<file path="src/rtl/game_pkg.sv">
// Shared types and constants for the frame-rate game controller.
// Holds the FSM encoding, coordinate widths and the BCD magnitude compare.
package game_pkg;

    localparam int COORD_W = 11;
    localparam int SIZE_W  = 10;
    localparam int SUM_W   = 12;
    localparam int BCD_W   = 4;
    localparam int DIV_W   = 6;
    localparam int BCD_MAX_DIGITS = 16;

    localparam logic [BCD_W-1:0] BCD_NINE = 4'd9;

    typedef enum logic [1:0] {
        ST_IDLE    = 2'd0,
        ST_RUN     = 2'd1,
        ST_DEAD    = 2'd2,
        ST_RESTART = 2'd3
    } game_state_e;

    // Most significant differing digit decides; callers zero-extend to 64 bits.
    function automatic logic bcd_gt(input logic [BCD_W*BCD_MAX_DIGITS-1:0] a,
                                    input logic [BCD_W*BCD_MAX_DIGITS-1:0] b);
        logic gt;
        logic decided;
        gt      = 1'b0;
        decided = 1'b0;
        for (int i = BCD_MAX_DIGITS - 1; i >= 0; i--) begin
            if (!decided && (a[i*BCD_W +: BCD_W] != b[i*BCD_W +: BCD_W])) begin
                gt      = (a[i*BCD_W +: BCD_W] > b[i*BCD_W +: BCD_W]);
                decided = 1'b1;
            end
        end
        return gt;
    endfunction

endpackage

</file>
<file path="src/rtl/game_controller_bcd_counter.sv">
// Multi-digit BCD up-counter with synchronous clear, ripple carry and
// saturation at all nines.
module bcd_counter
    import game_pkg::*;
#(
    parameter int DIGITS = 5
) (
    input  logic                      clk,
    input  logic                      rst,
    input  logic                      clr,
    input  logic                      inc,
    output logic [BCD_W*DIGITS-1:0]   q,
    output logic                      sat
);

    logic [BCD_W*DIGITS-1:0] q_q;
    logic [BCD_W*DIGITS-1:0] q_d;
    logic                    sat_w;

    always_comb begin
        sat_w = 1'b1;
        for (int i = 0; i < DIGITS; i++) begin
            if (q_q[i*BCD_W +: BCD_W] != BCD_NINE) begin
                sat_w = 1'b0;
            end
        end
    end

    // NOTE: every variable gets a default at the top of always_comb so no path leaves it unassigned (no latch).
    always_comb begin
        logic carry;
        q_d   = q_q;
        carry = inc & ~sat_w;
        for (int i = 0; i < DIGITS; i++) begin
            if (carry) begin
                if (q_q[i*BCD_W +: BCD_W] == BCD_NINE) begin
                    q_d[i*BCD_W +: BCD_W] = '0;
                end else begin
                    q_d[i*BCD_W +: BCD_W] = q_q[i*BCD_W +: BCD_W] + 1'b1;
                    carry = 1'b0;
                end
            end
        end
        if (clr) begin
            q_d = '0;
        end
    end

    // NOTE: sequential state uses non-blocking assignments so all registers update from pre-edge values.
    always_ff @(posedge clk) begin
        if (rst) begin
            q_q <= '0;
        end else begin
            q_q <= q_d;
        end
    end

    assign q   = q_q;
    assign sat = sat_w;

endmodule

</file>
<file path="src/rtl/game_controller.sv">
// Frame-rate game flow: box collision, IDLE/RUN/DEAD/RESTART sequencing,
// button gating, BCD score with saturation and a best-score register.
module game_controller
    import game_pkg::*;
#(
    parameter int SCORE_DIGITS = 5,
    parameter int SCORE_DIV    = 6
) (
    input  logic                         FrameClk,
    input  logic                         rst,
    input  logic                         jumpBtn,
    input  logic                         duckBtn,
    input  logic [COORD_W-1:0]           Dino_X,
    input  logic [COORD_W-1:0]           Dino_Y,
    input  logic [SIZE_W-1:0]            DinoWidth,
    input  logic [SIZE_W-1:0]            DinoHeight,
    input  logic [COORD_W-1:0]           obsX,
    input  logic [COORD_W-1:0]           obsY,
    input  logic [SIZE_W-1:0]            obsW,
    input  logic [SIZE_W-1:0]            obsH,
    input  logic                         obsValid,
    output logic                         jump,
    output logic                         duck,
    output logic                         isDead,
    output logic                         running,
    output logic                         restart,
    output logic [BCD_W*SCORE_DIGITS-1:0] score,
    output logic [BCD_W*SCORE_DIGITS-1:0] highScore,
    output logic                         scoreTick
);

    localparam int                SW       = BCD_W * SCORE_DIGITS;
    localparam logic [DIV_W-1:0]  DIV_LAST = DIV_W'(SCORE_DIV - 1);

    game_state_e       state_q;
    logic              jump_prev_q;
    logic [DIV_W-1:0]  div_q;
    logic [SW-1:0]     high_q;
    logic              jump_q;
    logic              duck_q;
    logic              dead_q;
    logic              run_q;
    logic              restart_q;
    logic              tick_q;

    logic [SUM_W-1:0]  dino_right;
    logic [SUM_W-1:0]  dino_bottom;
    logic [SUM_W-1:0]  obs_right;
    logic [SUM_W-1:0]  obs_bottom;
    logic              nonempty;
    logic              overlap;
    logic              jump_rise;
    logic              div_wrap;
    logic              score_clr;
    logic              score_inc;
    logic [SW-1:0]     score_q;
    logic              score_sat;

    // Half-open boxes: an empty box would still satisfy the strict
    // inequalities for some positions, so zero sizes are excluded explicitly.
    assign dino_right  = SUM_W'(Dino_X) + SUM_W'(DinoWidth);
    assign dino_bottom = SUM_W'(Dino_Y) + SUM_W'(DinoHeight);
    assign obs_right   = SUM_W'(obsX)   + SUM_W'(obsW);
    assign obs_bottom  = SUM_W'(obsY)   + SUM_W'(obsH);
    assign nonempty    = (|DinoWidth) & (|DinoHeight) & (|obsW) & (|obsH);

    assign overlap = obsValid & nonempty
                   & (SUM_W'(Dino_X) < obs_right)
                   & (SUM_W'(obsX)   < dino_right)
                   & (SUM_W'(Dino_Y) < obs_bottom)
                   & (SUM_W'(obsY)   < dino_bottom);

    assign jump_rise = jumpBtn & ~jump_prev_q;
    assign div_wrap  = (div_q == DIV_LAST);

    always_comb begin
        score_clr = 1'b0;
        score_inc = 1'b0;
        case (state_q)
            ST_IDLE, ST_DEAD: score_clr = jump_rise;
            ST_RESTART:       score_clr = 1'b1;
            ST_RUN:           score_inc = ~overlap & div_wrap;
            default:          score_clr = 1'b0;
        endcase
    end

    bcd_counter #(
        .DIGITS (SCORE_DIGITS)
    ) u_score (
        .clk (FrameClk),
        .rst (rst),
        .clr (score_clr),
        .inc (score_inc),
        .q   (score_q),
        .sat (score_sat)
    );

    always_ff @(posedge FrameClk) begin
        if (rst) begin
            state_q     <= ST_IDLE;
            jump_prev_q <= 1'b0;
            div_q       <= '0;
            high_q      <= '0;
            jump_q      <= 1'b0;
            duck_q      <= 1'b0;
            dead_q      <= 1'b0;
            run_q       <= 1'b0;
            restart_q   <= 1'b0;
            tick_q      <= 1'b0;
        end else begin
            jump_prev_q <= jumpBtn;
            jump_q      <= (state_q == ST_RUN) & jumpBtn;
            duck_q      <= (state_q == ST_RUN) & duckBtn & ~jumpBtn;
            restart_q   <= 1'b0;
            tick_q      <= 1'b0;
            case (state_q)
                ST_IDLE: begin
                    if (jump_rise) begin
                        state_q   <= ST_RESTART;
                        restart_q <= 1'b1;
                    end
                end
                ST_RESTART: begin
                    state_q <= ST_RUN;
                    run_q   <= 1'b1;
                    dead_q  <= 1'b0;
                    div_q   <= '0;
                end
                ST_RUN: begin
                    // A collision pre-empts any score increment due on this edge.
                    if (overlap) begin
                        state_q <= ST_DEAD;
                        run_q   <= 1'b0;
                        dead_q  <= 1'b1;
                        if (bcd_gt(64'(score_q), 64'(high_q))) begin
                            high_q <= score_q;
                        end
                    end else begin
                        div_q  <= div_wrap ? '0 : div_q + 1'b1;
                        tick_q <= div_wrap & ~score_sat;
                    end
                end
                ST_DEAD: begin
                    if (jump_rise) begin
                        state_q   <= ST_RESTART;
                        restart_q <= 1'b1;
                        dead_q    <= 1'b0;
                    end
                end
                default: state_q <= ST_IDLE;
            endcase
        end
    end

    assign jump      = jump_q;
    assign duck      = duck_q;
    assign isDead    = dead_q;
    assign running   = run_q;
    assign restart   = restart_q;
    assign score     = score_q;
    assign highScore = high_q;
    assign scoreTick = tick_q;

endmodule

</file>
<file path="config.mk">
export PLATFORM = sky130hd
export DESIGN_NAME = game_controller
export DESIGN_NICKNAME = d
export VERILOG_FILES = /design/src/rtl/game_pkg.sv /design/src/rtl/game_controller_bcd_counter.sv /design/src/rtl/game_controller.sv
export SDC_FILE = /design/constraint.sdc
export NUM_CORES = 1
export LEC_CHECK = 0
export ABC_AREA = 1
export CAP_MARGIN = 10
export CORE_UTILIZATION = 30
export DETAILED_ROUTE_END_ITERATION = 16
export PLACE_DENSITY = 0.51
export SYNTH_ARGS = -nofsm -noshare
export SYNTH_HDL_FRONTEND = slang
export SYNTH_HIERARCHICAL = 1
export SYNTH_SLANG_ARGS = --single-unit
</file>
<file path="constraint.sdc">
create_clock -name FrameClk -period 8.6 [get_ports FrameClk]
set_input_delay 1.72 -clock FrameClk [delete_from_list [all_inputs] [get_ports FrameClk]]
set_output_delay 1.72 -clock FrameClk [all_outputs]
set_load 0.01 [all_outputs]
</file>
# Yosys cells after proc, flatten, opt, wreduce, memory -nomap -nowiden
# Cells that the tools add are included.
# totals
input_bits	89
regBits	55
out_inout_bits	46
# classes
reduce_logical	24
addsub	10
magnitude_cmp	9
bitwise_logic	21
n_mux	56
n_eq_ne	23
# op_table
op	count
$add A11 B10 Y12	4
$lt A11 B12 Y1	4
$mux W1	42
$reduce_or A10 Y1	4
$add A4 B1 Y4 const B	5
$eq A4 B4 Y1 const B	5
$gt A4 B4 Y1	5
$mux W4	5
$ne A4 B4 Y1	5
$ne A4 B4 Y1 const B	5
$and A1 B1 Y1	15
$mux W6	2
$pmux W6 S2	1
$add A6 B1 Y6 const B	1
$eq A6 B3 Y1 const B	1
$ne A2 B2 Y1 const B	3
$not A1 Y1	6
$pmux W2 S3	1
$reduce_and A2 Y1	3
$reduce_and A3 Y1	2
$reduce_or A2 Y1	3
$eq A2 B2 Y1 const B	2
$logic_and A1 B1 Y1	4
$logic_not A1 Y1	4
other kinds (9)	11

# Depth between registers and ports, before layout
# logic_depth
depth_word	37
mapped_depth	27

# By module
# The synthesis kept the hierarchy.
# by_module_without_submodules
module	n_inst	seq_area_each_um2	cells_each	area_each_um2
game_controller	1	700.7	759	4956.0
bcd_counter	1	400.4	162	1109.8

# Worst setup path after synthesis
# No wires, ideal clock.
# synth_path
path_type	input -> register
start	in obsY[0]
end	reg u_score.q_q[16], in the netlist u_score/q[16]
slack_ps	3589
required_ps	8485
path_buffers	1
arrival_ps	4896
cell_stages	26
setup_time_ps	115
cell_sequence	ha_1 -> inv_1 -> fa_1 -> o21ai_0 -> nand2_1 -> a21oi_1 -> nor2_1 -> xor2_1 -> ha_1 -> nand2_1 -> o21a_1 -> nand2_1 -> nand2_1 -> nand2_1 -> nand2_1 -> nand2_1 -> nand2_1 -> nand3_4 -> nand2_2 -> nor2_1 -> nand4_4 -> nor2_2 -> buf_6 -> nand3_1 -> nand2_1 -> nor2_1
# synth_via
elab_chain_cells	12
elab_cells_between_ends	13
cone_classes	add/sub: 1; order compare: 2; mux: 5; bitwise: 5
# synth_rtl
element	line	text
start, declared	game_controller.sv:18	input logic [COORD_W-1:0] obsY,
$add A11 B10 Y12	game_controller.sv:64	assign obs_bottom = SUM_W'(obsY) + SUM_W'(obsH);
$lt A11 B12 Y1	game_controller.sv:70	& (SUM_W'(Dino_Y) < obs_bottom)
$and A1 B1 Y1	game_controller.sv:70	
$and A1 B1 Y1 *	game_controller.sv:71	& (SUM_W'(obsY) < dino_bottom);
$not A1 Y1 *	game_controller.sv:82	ST_RUN: score_inc = ~overlap & div_wrap;
$and A1 B1 Y1 *	game_controller.sv:82	
$mux W1 *	game_controller.sv:79	case (state_q)
net score_inc	game_controller.sv:55	logic score_inc;
$and A1 B1 Y1 *	game_controller_bcd_counter.sv:33	carry = inc & ~sat_w;
$mux W1 * (4 in a row)	game_controller_bcd_counter.sv:35	if (carry) begin
end signal, assigned	game_controller_bcd_counter.sv:54	q_q <= q_d;
end, declared	game_controller_bcd_counter.sv:16	logic [BCD_W*DIGITS-1:0] q_q;
# Mark *: on every way through the listed nets, which the timed path passes. The rest lies on a longest branch.
# A chain may end at the register's enable or synchronous reset.

# Final worst setup path
# layout_path
start	in obsH[0]
end	reg u_score.q_q[12], in the netlist u_score/q[12]
# layout_via
elab_chain_cells	14
elab_cells_between_ends	16
cone_classes	add/sub: 1; order compare: 1; mux: 4; bitwise: 9; reduce/logical: 1
# layout_rtl
element	line	text
start, declared	game_controller.sv:20	input logic [SIZE_W-1:0] obsH,
branches (longest 5 deep; another with $add A11 B10 Y12)	--	
$and A1 B1 Y1 *	game_controller.sv:70	
$and A1 B1 Y1 *	game_controller.sv:71	
$not A1 Y1 *	game_controller.sv:82	
$and A1 B1 Y1 *	game_controller.sv:82	
$mux W1 *	game_controller.sv:79	
net score_inc	game_controller.sv:55	
$and A1 B1 Y1 *	game_controller_bcd_counter.sv:33	
$mux W1 * (3 in a row)	game_controller_bcd_counter.sv:35	
# Mark *: on every way through the listed nets, which the timed path passes.

==> impl_metrics.env <==
export IMPL_cts_inserted_buffers=5
export IMPL_start_util_pct=30.86
export IMPL_drc=0
export IMPL_status="completed"
export IMPL_finalPower_mw=0.8168
export IMPL_fmax_ghz=0.1690
export IMPL_critical_path_max_stage_delay_ns=0.48
export IMPL_drive_above_1_share_pct=4.839
export IMPL_drv_cap=0
export IMPL_p_leak_nw=3.718
export IMPL_core_region_area_um2=19650
export IMPL_start_kind="primary input"
export IMPL_arrival_ns=6.11
export IMPL_max_slew_margin_pct=32.04
export IMPL_ant_nets=0
export IMPL_netlist_instances=921
export IMPL_drt_first_pass_iters=4
export IMPL_wl_per_cell_um=11.96
export IMPL_gr_total_overflow=0
export IMPL_ys_ff_latch=55
export IMPL_fp_dieW_um=144.2
export IMPL_cp_required_ns=8.79
export IMPL_synth_edf_count=0
export IMPL_die_h_um=144.2
export IMPL_post_route_util_pct=39.90
export IMPL_diodes=0
export IMPL_postCtsSetupRepairBufs=0
export IMPL_crit_type="primary input to register"
export IMPL_synth_area_um2=6066
export IMPL_postSynthNetCount=1116
export IMPL_num_rows=51
export IMPL_synth_most_common_cell="nand2_1"
export IMPL_ios=135
export IMPL_yosys_warnings=6
export IMPL_dp_slack_ns=2.313
export IMPL_ys_seq_area_share_pct=18.15
export IMPL_grt_first_pass_wirelength_um=26120
export IMPL_setup_ws_ns=2.683
export IMPL_cts_buffer_depth=2
export IMPL_grt_pass1_vias=5699
export IMPL_viasPerCell=4.504
export IMPL_dp_hpwl_um=13630
export IMPL_grt_max_degree=41
export IMPL_worst_hold_slack_ns=0.4887
export IMPL_end_kind="register"
export IMPL_cts_root_buf="clkbuf_16"
export IMPL_syn_to_final_growth_pct=29.29
export IMPL_tns_ns=0
export IMPL_hold_buffers=0
export IMPL_clock_sinks=55
export IMPL_hold_viol_final=0
export IMPL_finalMaxSlewViolations=0
export IMPL_finalCritPeriodShare_pct=68.81
export IMPL_synth_top_cell_area_share_pct=21.04
export IMPL_place_area_um2=7684
export IMPL_ys_top_cells_by_area="ha_1 (21%), dfxtp_1 (18%), nand2_1 (14%)"
export IMPL_min_path_type="register to register"
export IMPL_cts_resized=0
export IMPL_post_place_cells=1312
export IMPL_yosys_area_top_type="ha_1"
export IMPL_clk_latency_ns=0.29
export IMPL_finalNetCount=1249
export IMPL_synth_main_ff_cell="dfxtp_1"
export IMPL_synthArstFlopShare_pct=0
export IMPL_port_buffers=134
export IMPL_cts_tree="yes"
export IMPL_finalNonFillerCells=1319
export IMPL_fin_skew_ns=0.007684
export IMPL_cts_clk_slew_worst_paths_ns=0.07
export IMPL_die_area_um2=20790
export IMPL_grt_use_total_pct=15.63
export IMPL_h_tree_depth=2
export IMPL_rsz0062_at_grt="false"
export IMPL_postLayoutCellArea_um2=7843
export IMPL_finalCriticalPeriod_ns=5.917
export IMPL_antenna_found_initial=0
export IMPL_num_vias=5941
export IMPL_ir_worst_vdd_uv=62.01
export IMPL_setup_violations=0
export IMPL_wl_um=15770
export IMPL_path_max_fanout=11
export IMPL_slowest_stage="clkdlybuf4s50_1"
export IMPL_synthTopCellsByCount="nand2_1 (220), nor2_1 (133), inv_1 (112)"
export IMPL_worst_pin_slew_ns=1.017
export IMPL_gp_congestion=0.8286
export IMPL_cellPowerDensity_nw_per_um2=104.2
export IMPL_syn_avg_cell_area_um2=6.586
export IMPL_ys_types=42
export IMPL_worst_path_most_repeated_cell="nand2_1"
export IMPL_drt_iter0_markers=205
==> worst max-delay path, delay by kind of cell <==
| kind | cells | cell delay, ns |
|---|---|---|
| compound gates | 2 | 0.54 |
| fa+ha+maj | 3 | 0.82 |
| buf+inv | 3 | 0.74 |
| xor+xnor | 1 | 0.14 |
| simple gates | 18 | 2.14 |
==> metal layers <==
metal | GRT usage, % | share of wire [%] | up-vias | routed length [um]
met4 | 1.551 | 0.34 | 0 | 53
li1 | - | - | 3258 | -
met5 | 0 | 0 | - | 0
met2 | 27.74 | 46 | 99 | 7306
met3 | 1.656 | 2.8 | 4 | 447
met1 | 20.91 | 50 | 2580 | 7964
==> cell type report <==
class                           instances  area (um2)
Clock inverter                          1       30.03
Fill cell                            2185       11810
Tap cell                              265       331.6
Clock buffer                            6       128.9
Timing Repair Buffer                  135        1349
Sequential cell                        55        1101
Multi-Input combinational cell        733        4437
Inverter                              124       465.4
==> worst paths after layout <==
kind / start / to / slack, ns / cells after the start
setup reg to reg: u_score/q[1]$_SDFFE_PP0P_ / highScore[2]$_SDFFE_PP0P_ / 5.57 / 10
hold / removal: state_q[0]$_SDFFE_PP0P_ / restart$_SDFF_PP0_ / 0.49 / 1
hold reg to reg: state_q[0]$_SDFFE_PP0P_ / restart$_SDFF_PP0_ / 0.49 / 1
setup / recovery: obsH[0] / u_score/q[12]$_SDFFE_PP0P_ / 2.68 / 27
==> flip-flops by register name, indices dropped and copies added (netlist names) <==
name and cells:
running 1, restart 1, scoreTick 1, u_score/q 20
state_q 2, jump_prev_q 1, isDead 1, jump 1
duck 1, highScore 20, div_q 6
==> where the power goes <==
part | leakage [nW] | switching, mW | internal, mW
clock network | 0.0769 | 0.0908 | 0.136
registers | 0.444 | 0.00363 | 0.259
logic | 3.20 | 0.179 | 0.148
==> logic make-up (layout without fill, tap and decap cells) <==
logic type / count (synthesis) / count (layout) / synth area share, %
fa+ha+maj: 106 / 106 / 22.36
buf+inv: 133 / 266 / 8.704
compound gates: 126 / 126 / 11.32
flops: 55 / 55 / 18.15
simple gates: 461 / 461 / 33.68
xor+xnor: 40 / 40 / 5.775
==> placed cells by master (no fill, tap or decap), types with 5 or more instances in the layout <==
cell             synthesis  routed
nand2_1                220     220
nand3b_1                11      11
nor2_1                 133     133
ha_1                   102     102
nand2_2                  7       7
o21ai_0                 24      24
nor3_1                  10      10
dfxtp_1                 55      55
clkbuf_16                0       5
xor2_1                  29      29
clkdlybuf4s50_1          0     134
nor2_2                  15      15
xnor2_1                 11      11
a21oi_1                 79      79
inv_2                    9       9
nand4_1                 13      13
nand3_1                 31      31
o211ai_1                 5       5
inv_1                  112     112
Note: power is estimated with default switching activity, not from simulation.
